### src/rtl/uart_tx_param.sv
// Parametrised RS-232 style transmitter: start, DATA_BITS LSB-first, optional parity, 1-2 stop bits.
// Define UART_TX_BREAK_EN to add the break_req input and the BREAK (line held low) state.
module uart_tx_param #(
  parameter int DATA_BITS    = 8,
  parameter int CLKS_PER_BIT = 16,
  parameter int STOP_BITS    = 1,
  parameter int PARITY_MODE  = 0
) (
  input  logic                 clk,
  input  logic                 rst_n,
`ifdef UART_TX_BREAK_EN
  input  logic                 break_req,
`endif
  input  logic [DATA_BITS-1:0] tx_data,
  input  logic                 tx_valid,
  output logic                 tx_ready,
  output logic                 tx,
  output logic                 idle,
  output logic                 start,
  output logic                 stop,
  output logic                 frame_done
);

  localparam int CW = (CLKS_PER_BIT > 1) ? $clog2(CLKS_PER_BIT) : 1;
  localparam int BW = 4;

  localparam logic [2:0] S_IDLE   = 3'd0;
  localparam logic [2:0] S_START  = 3'd1;
  localparam logic [2:0] S_DATA   = 3'd2;
  localparam logic [2:0] S_PARITY = 3'd3;
  localparam logic [2:0] S_STOP   = 3'd4;
  localparam logic [2:0] S_BREAK  = 3'd5;

  localparam logic [CW-1:0] CNT_LAST  = CW'(CLKS_PER_BIT - 1);
  localparam logic [BW-1:0] DATA_LAST = BW'(DATA_BITS - 1);
  localparam logic [BW-1:0] STOP_LAST = BW'(STOP_BITS - 1);
  localparam logic [BW-1:0] BRK_MIN   = BW'(DATA_BITS + 1);
  localparam logic [BW-1:0] BRK_DONE  = BW'(DATA_BITS + 2);

  logic [2:0]           state_q, state_n;
  logic [CW-1:0]        cnt_q, cnt_n;
  logic [BW-1:0]        bit_q, bit_n;
  logic [DATA_BITS-1:0] shreg_q, shreg_n;
  logic                 par_q, par_n;
  logic                 brk_q, brk_n;
  logic                 bit_end;
  logic                 tx_n, ready_n, idle_n, start_n, stop_n, done_n;

  assign bit_end = (cnt_q == CNT_LAST);

  always_comb begin
    state_n = state_q;
    cnt_n   = cnt_q;
    bit_n   = bit_q;
    shreg_n = shreg_q;
    par_n   = par_q;
    brk_n   = brk_q;
    if (state_q != S_IDLE) begin
      cnt_n = bit_end ? '0 : cnt_q + 1'b1;
    end
    case (state_q)
      S_IDLE: begin
        cnt_n = '0;
        bit_n = '0;
        brk_n = 1'b0;
`ifdef UART_TX_BREAK_EN
        if (break_req) begin
          state_n = S_BREAK;
        end else
`endif
        if (tx_valid) begin
          state_n = S_START;
          shreg_n = tx_data;
          par_n   = (PARITY_MODE == 2) ? ~^tx_data : ^tx_data;
        end
      end
      S_START: begin
        if (bit_end) state_n = S_DATA;
      end
      S_DATA: begin
        if (bit_end) begin
          shreg_n = shreg_q >> 1;
          if (bit_q == DATA_LAST) begin
            bit_n   = '0;
            state_n = (PARITY_MODE != 0) ? S_PARITY : S_STOP;
          end else begin
            bit_n = bit_q + 1'b1;
          end
        end
      end
      S_PARITY: begin
        if (bit_end) state_n = S_STOP;
      end
      S_STOP: begin
        if (bit_end) begin
          if (bit_q == STOP_LAST) begin
            bit_n   = '0;
            state_n = S_IDLE;
          end else begin
            bit_n = bit_q + 1'b1;
          end
        end
      end
`ifdef UART_TX_BREAK_EN
      // bit_q counts whole break periods, saturating once the minimum length is met
      S_BREAK: begin
        if (bit_end && (bit_q < BRK_DONE)) bit_n = bit_q + 1'b1;
        if (!break_req && ((bit_q == BRK_DONE) || ((bit_q == BRK_MIN) && bit_end))) begin
          state_n = S_STOP;
          cnt_n   = '0;
          bit_n   = STOP_LAST;
          brk_n   = 1'b1;
        end
      end
`endif
      default: state_n = S_IDLE;
    endcase
  end

  // Outputs are decoded from the next state so they can be registered without lag
  always_comb begin
    tx_n    = 1'b1;
    ready_n = 1'b0;
    idle_n  = 1'b0;
    start_n = 1'b0;
    stop_n  = 1'b0;
    case (state_n)
      S_IDLE: begin
        ready_n = 1'b1;
        idle_n  = 1'b1;
      end
      S_START: begin
        tx_n    = 1'b0;
        start_n = 1'b1;
      end
      S_DATA:   tx_n = shreg_n[0];
      S_PARITY: tx_n = par_n;
      S_STOP:   stop_n = 1'b1;
      S_BREAK:  tx_n = 1'b0;
      default:  tx_n = 1'b1;
    endcase
    done_n = (state_n == S_STOP) && (cnt_n == CNT_LAST) && (bit_n == STOP_LAST) && !brk_n;
  end

  always_ff @(posedge clk or negedge rst_n) begin
    if (!rst_n) begin
      state_q    <= S_IDLE;
      cnt_q      <= '0;
      bit_q      <= '0;
      shreg_q    <= '0;
      par_q      <= 1'b0;
      brk_q      <= 1'b0;
      tx         <= 1'b1;
      tx_ready   <= 1'b1;
      idle       <= 1'b1;
      start      <= 1'b0;
      stop       <= 1'b0;
      frame_done <= 1'b0;
    end else begin
      state_q    <= state_n;
      cnt_q      <= cnt_n;
      bit_q      <= bit_n;
      shreg_q    <= shreg_n;
      par_q      <= par_n;
      brk_q      <= brk_n;
      tx         <= tx_n;
      tx_ready   <= ready_n;
      idle       <= idle_n;
      start      <= start_n;
      stop       <= stop_n;
      frame_done <= done_n;
    end
  end

endmodule

### config.mk
export PLATFORM = sky130hd
export DESIGN_NAME = uart_tx_param
export DESIGN_NICKNAME = d
export VERILOG_FILES = /design/src/rtl/uart_tx_param.sv
export SDC_FILE = /design/constraint.sdc
export NUM_CORES = 1
export LEC_CHECK = 0
export CORE_ASPECT_RATIO = 1.75
export CORE_MARGIN = 2
export CORE_UTILIZATION = 55
export CTS_CLUSTER_SIZE = 28
export DETAILED_ROUTE_END_ITERATION = 7
export PLACE_DENSITY = 0.83
export SYNTH_ARGS = -nofsm -noshare
export SYNTH_HDL_FRONTEND = slang
export SYNTH_SLANG_ARGS = --single-unit
export TNS_END_PERCENT = 5
### constraint.sdc
create_clock -name clk -period 2.8 [get_ports clk]
set_clock_uncertainty 0.1 [all_clocks]
set_input_delay 0.56 -clock clk [delete_from_list [all_inputs] [get_ports clk]]
set_output_delay 0.56 -clock clk [all_outputs]
set_load 0.01 [all_outputs]
==> insert_results.sql <==
INSERT INTO impl_metrics (metric_group, metric, value, unit) VALUES
('routing', 'dr_total_vias', '982', ''),
('floorplanning', 'floorplan.initialDensity', '58.2', '%'),
('routing', 'wl_per_cell', '15.1', 'µm'),
('finish', 'layout_commonest_cell', 'dfrtp_1', ''),
('routing', 'drc', '0', ''),
('sta', 'unrepaired_setup_endpoints_after_global_routing', 'no', ''),
('synthesis', 'area_fraction_of_the_dominant_cell_type_after_synthesis', '45.4', '%'),
('sta', 'drv_slew', '0', ''),
('clock_tree', 'postCtsResizedCells', '0', ''),
('global_route', 'via_count_of_the_first_global_routing_pass', '1024', ''),
('placed_design', 'finalWeightedCongestion', '0.789', ''),
('placed_design', 'place_hpwl', '1940', 'µm'),
('synthesis', 'ys_ff_latch', '26', ''),
('clock_tree', 'postCtsHoldBufs', '0', ''),
('routing', 'overall_routed_net_length', '2520', 'µm'),
('pwr', 'static-leakage-power', '0.653', 'nW'),
('synthesis', 'post_synth_inst_count', '127', ''),
('clock_tree', 'ctsRootBufferMaster', 'clkbuf_8', ''),
('clock_tree', 'post-cts-setup-buffers', '0', ''),
('sta', 'setup_viols_final', '0', ''),
('synthesis', 'syn_nets', '141', ''),
('synthesis', 'postSynth.asyncResetShare', '100', '%'),
('synthesis', 'yosysUniqueCellTypes', '41', ''),
('pwr', 'power_density', '848', 'mW/mm²'),
('floorplanning', 'fp.dieW', '41.1', 'µm'),
('floorplanning', 'die_y', '68.9', 'µm'),
('global_route', 'gr-usage-all-layers', '22.3', '%'),
('setup_path', 'critical_path.startpoint_type', 'flip-flop', ''),
('clock_tree', 'clkLatencyLatePin', '270', 'ps'),
('finish', 'finalCoreUtilization', '67.3', '%'),
('synthesis', 'synthesis.area', '0.00132', 'mm²'),
('finish', 'nFillCells', '176', ''),
('finish', 'fin_area', '0.00153', 'mm²'),
('finish', 'layout.cells.most_common_list', 'dfrtp_1 (24), nand2_1 (18), clkdlybuf4s50_1 (16)', ''),
('synthesis', 'synth_area_leaders', 'dfrtp_1 (45%), xnor2_1 (5.3%), nand2_1 (5.1%)', ''),
('finish', 'area_growth_syn_to_fin', '15.6', '%'),
('pwr', 'vdd_ir_drop_max', '0.418', 'mV'),
('synthesis', 'post_synth_edffs', '0', ''),
('placed_design', 'port_buffers', '16', ''),
('routing', 'drt_pass_1_iters', '4', ''),
('finish', 'final_net_count', '157', ''),
('global_route', 'grt_max_degree', '27', ''),
('floorplanning', 'io_pins', '17', ''),
('finish', 'multiInputGateArea', '597', 'µm²'),
('global_route', 'gr-total-overflow', '0', ''),
('floorplanning', 'area_of_the_die', '0.00283', 'mm²'),
('global_route', 'grt_pass1_wl', '4170', 'µm'),
('clock_tree', 'cts-htree-levels', '1', ''),
('placed_design', 'postPlaceCellArea', '0.00148', 'mm²'),
('setup_path', 'critical_path_peak_fanout', '10', ''),
('setup_path', 'cp-end-kind', 'flip-flop', ''),
('setup_path', 'critPathKind', 'flip-flop to flip-flop', ''),
('synthesis', 'synth.yosys.seq_area_share', '49.3', '%'),
('setup_path', 'worst-endpoint-required', '2890', 'ps'),
('placed_design', 'post_place_setup_slack', '654', 'ps'),
('clock_tree', 'clk_pin_slew_worst_paths', '90', 'ps'),
('sta', 'report.final.hold_viol_count', '0', ''),
('synthesis', 'ys.flop_type', 'dfrtp_1', ''),
('floorplanning', 'placement_rows', '23', ''),
('finish', 'final_layout_size_suffix_gt1_share', '10.6', '%'),
('sta', 'timing.final.crit_period', '2130', 'ps'),
('setup_path', 'arrival', '2220', 'ps'),
('finish', 'insertedDiodeCount', '0', ''),
('sta', 'setup_total_negative_slack', '0', 'ps'),
('routing', 'avgViaCountPerCell', '5.88', ''),
('clock_tree', 'cts_made_buffers', '3', ''),
('status', 'run_status', 'finished clean', ''),
('pwr', 'design_power_total', '1.30', 'mW'),
('sta', 'worst_slew_margin_rel', '58.9', '%'),
('sta', 'worst_pin_slew', '611', 'ps'),
('global_route', 'number_of_antenna_violations_at_the_first_check_in_global_routing', '0', '');
[per-layer routing]
metal,global-route usage (%),vias up,part of all wire [%]
li1,-,476,-
met1,23.3,479,37
met2,37.5,21,56
met3,4.17,6,3.9
met4,15.4,0,2.9
met5,0,-,0
[registers in the layout, indices dropped and copies added (netlist names), 3 cells and up]
register and cells:
bit_q 4, cnt_q 4, shreg_q 8, state_q 3
[cells in the mapped netlist, drive strengths merged (2+ instances only)]
library cell	instances
dfrtp	24
nand2	19
xnor2	8
a22oi	7
nor2	7
buf	6
nor3	6
a21oi	5
inv	5
nand3	5
o21ai	4
ha	3
a31oi	2
and3	2
dfstp	2
nor2b	2
o32ai	2
xor2	2
[critical path, stage by stage, from the launching register on]
cell and delay [ps]:
dfrtp_1 400, ha_1 210, and3_1 390, o21ai_0 260, a31oi_1 330, inv_1 160
nor3_2 210
[final cells by class]
cell class	instances	share of cell area, %
sequential	26	42.7
clock buffer	4	3.60
tap	25	2.04
multi-input combinational	89	39.0
timing repair buffer	18	11.4
inverter	5	1.23
[power by group]
| part | internal (mW) | leakage, nW | switching [mW] |
|---|---|---|---|
| registers | 0.511 | 0.326 | 0.122 |
| clock network | 0.125 | 0.0288 | 0.108 |
| logic | 0.208 | 0.298 | 0.225 |
| total | 0.844 | 0.653 | 0.454 |
[logic make-up (layout without fill, tap and decap cells)]
group	count (synthesis)	count (layout)	share of synthesized area [%]
simple gates	50	50	21.0
compound gates	26	26	14.7
flops	26	26	49.3
buf+inv	12	27	5.58
xor+xnor	10	10	6.62
fa+ha+maj	3	3	2.84
[through the flow]
step | hold slack (ps) | std cells
after floorplan | 164 | 127
after global placement | 361 | 163
after detailed placement | 364 | 163
after CTS | 384 | 167
after global routing | 420 | 167
final | 382 | 167
[path summary, 6_finish.rpt]
path | slack, ps | from | to | cells after the start
setup / recovery | 670 | cnt_q[0] | idle | 6
hold reg to reg | 380 | shreg_q[2] | shreg_q[2] | 2
max in group asynchronous | 1750 | rst_n | idle | 2
hold / removal | 380 | shreg_q[2] | shreg_q[2] | 2
min in group asynchronous | 560 | rst_n | bit_q[0] | 2
setup reg to reg | 670 | cnt_q[0] | idle | 6
(Power assumes the default switching activity.)
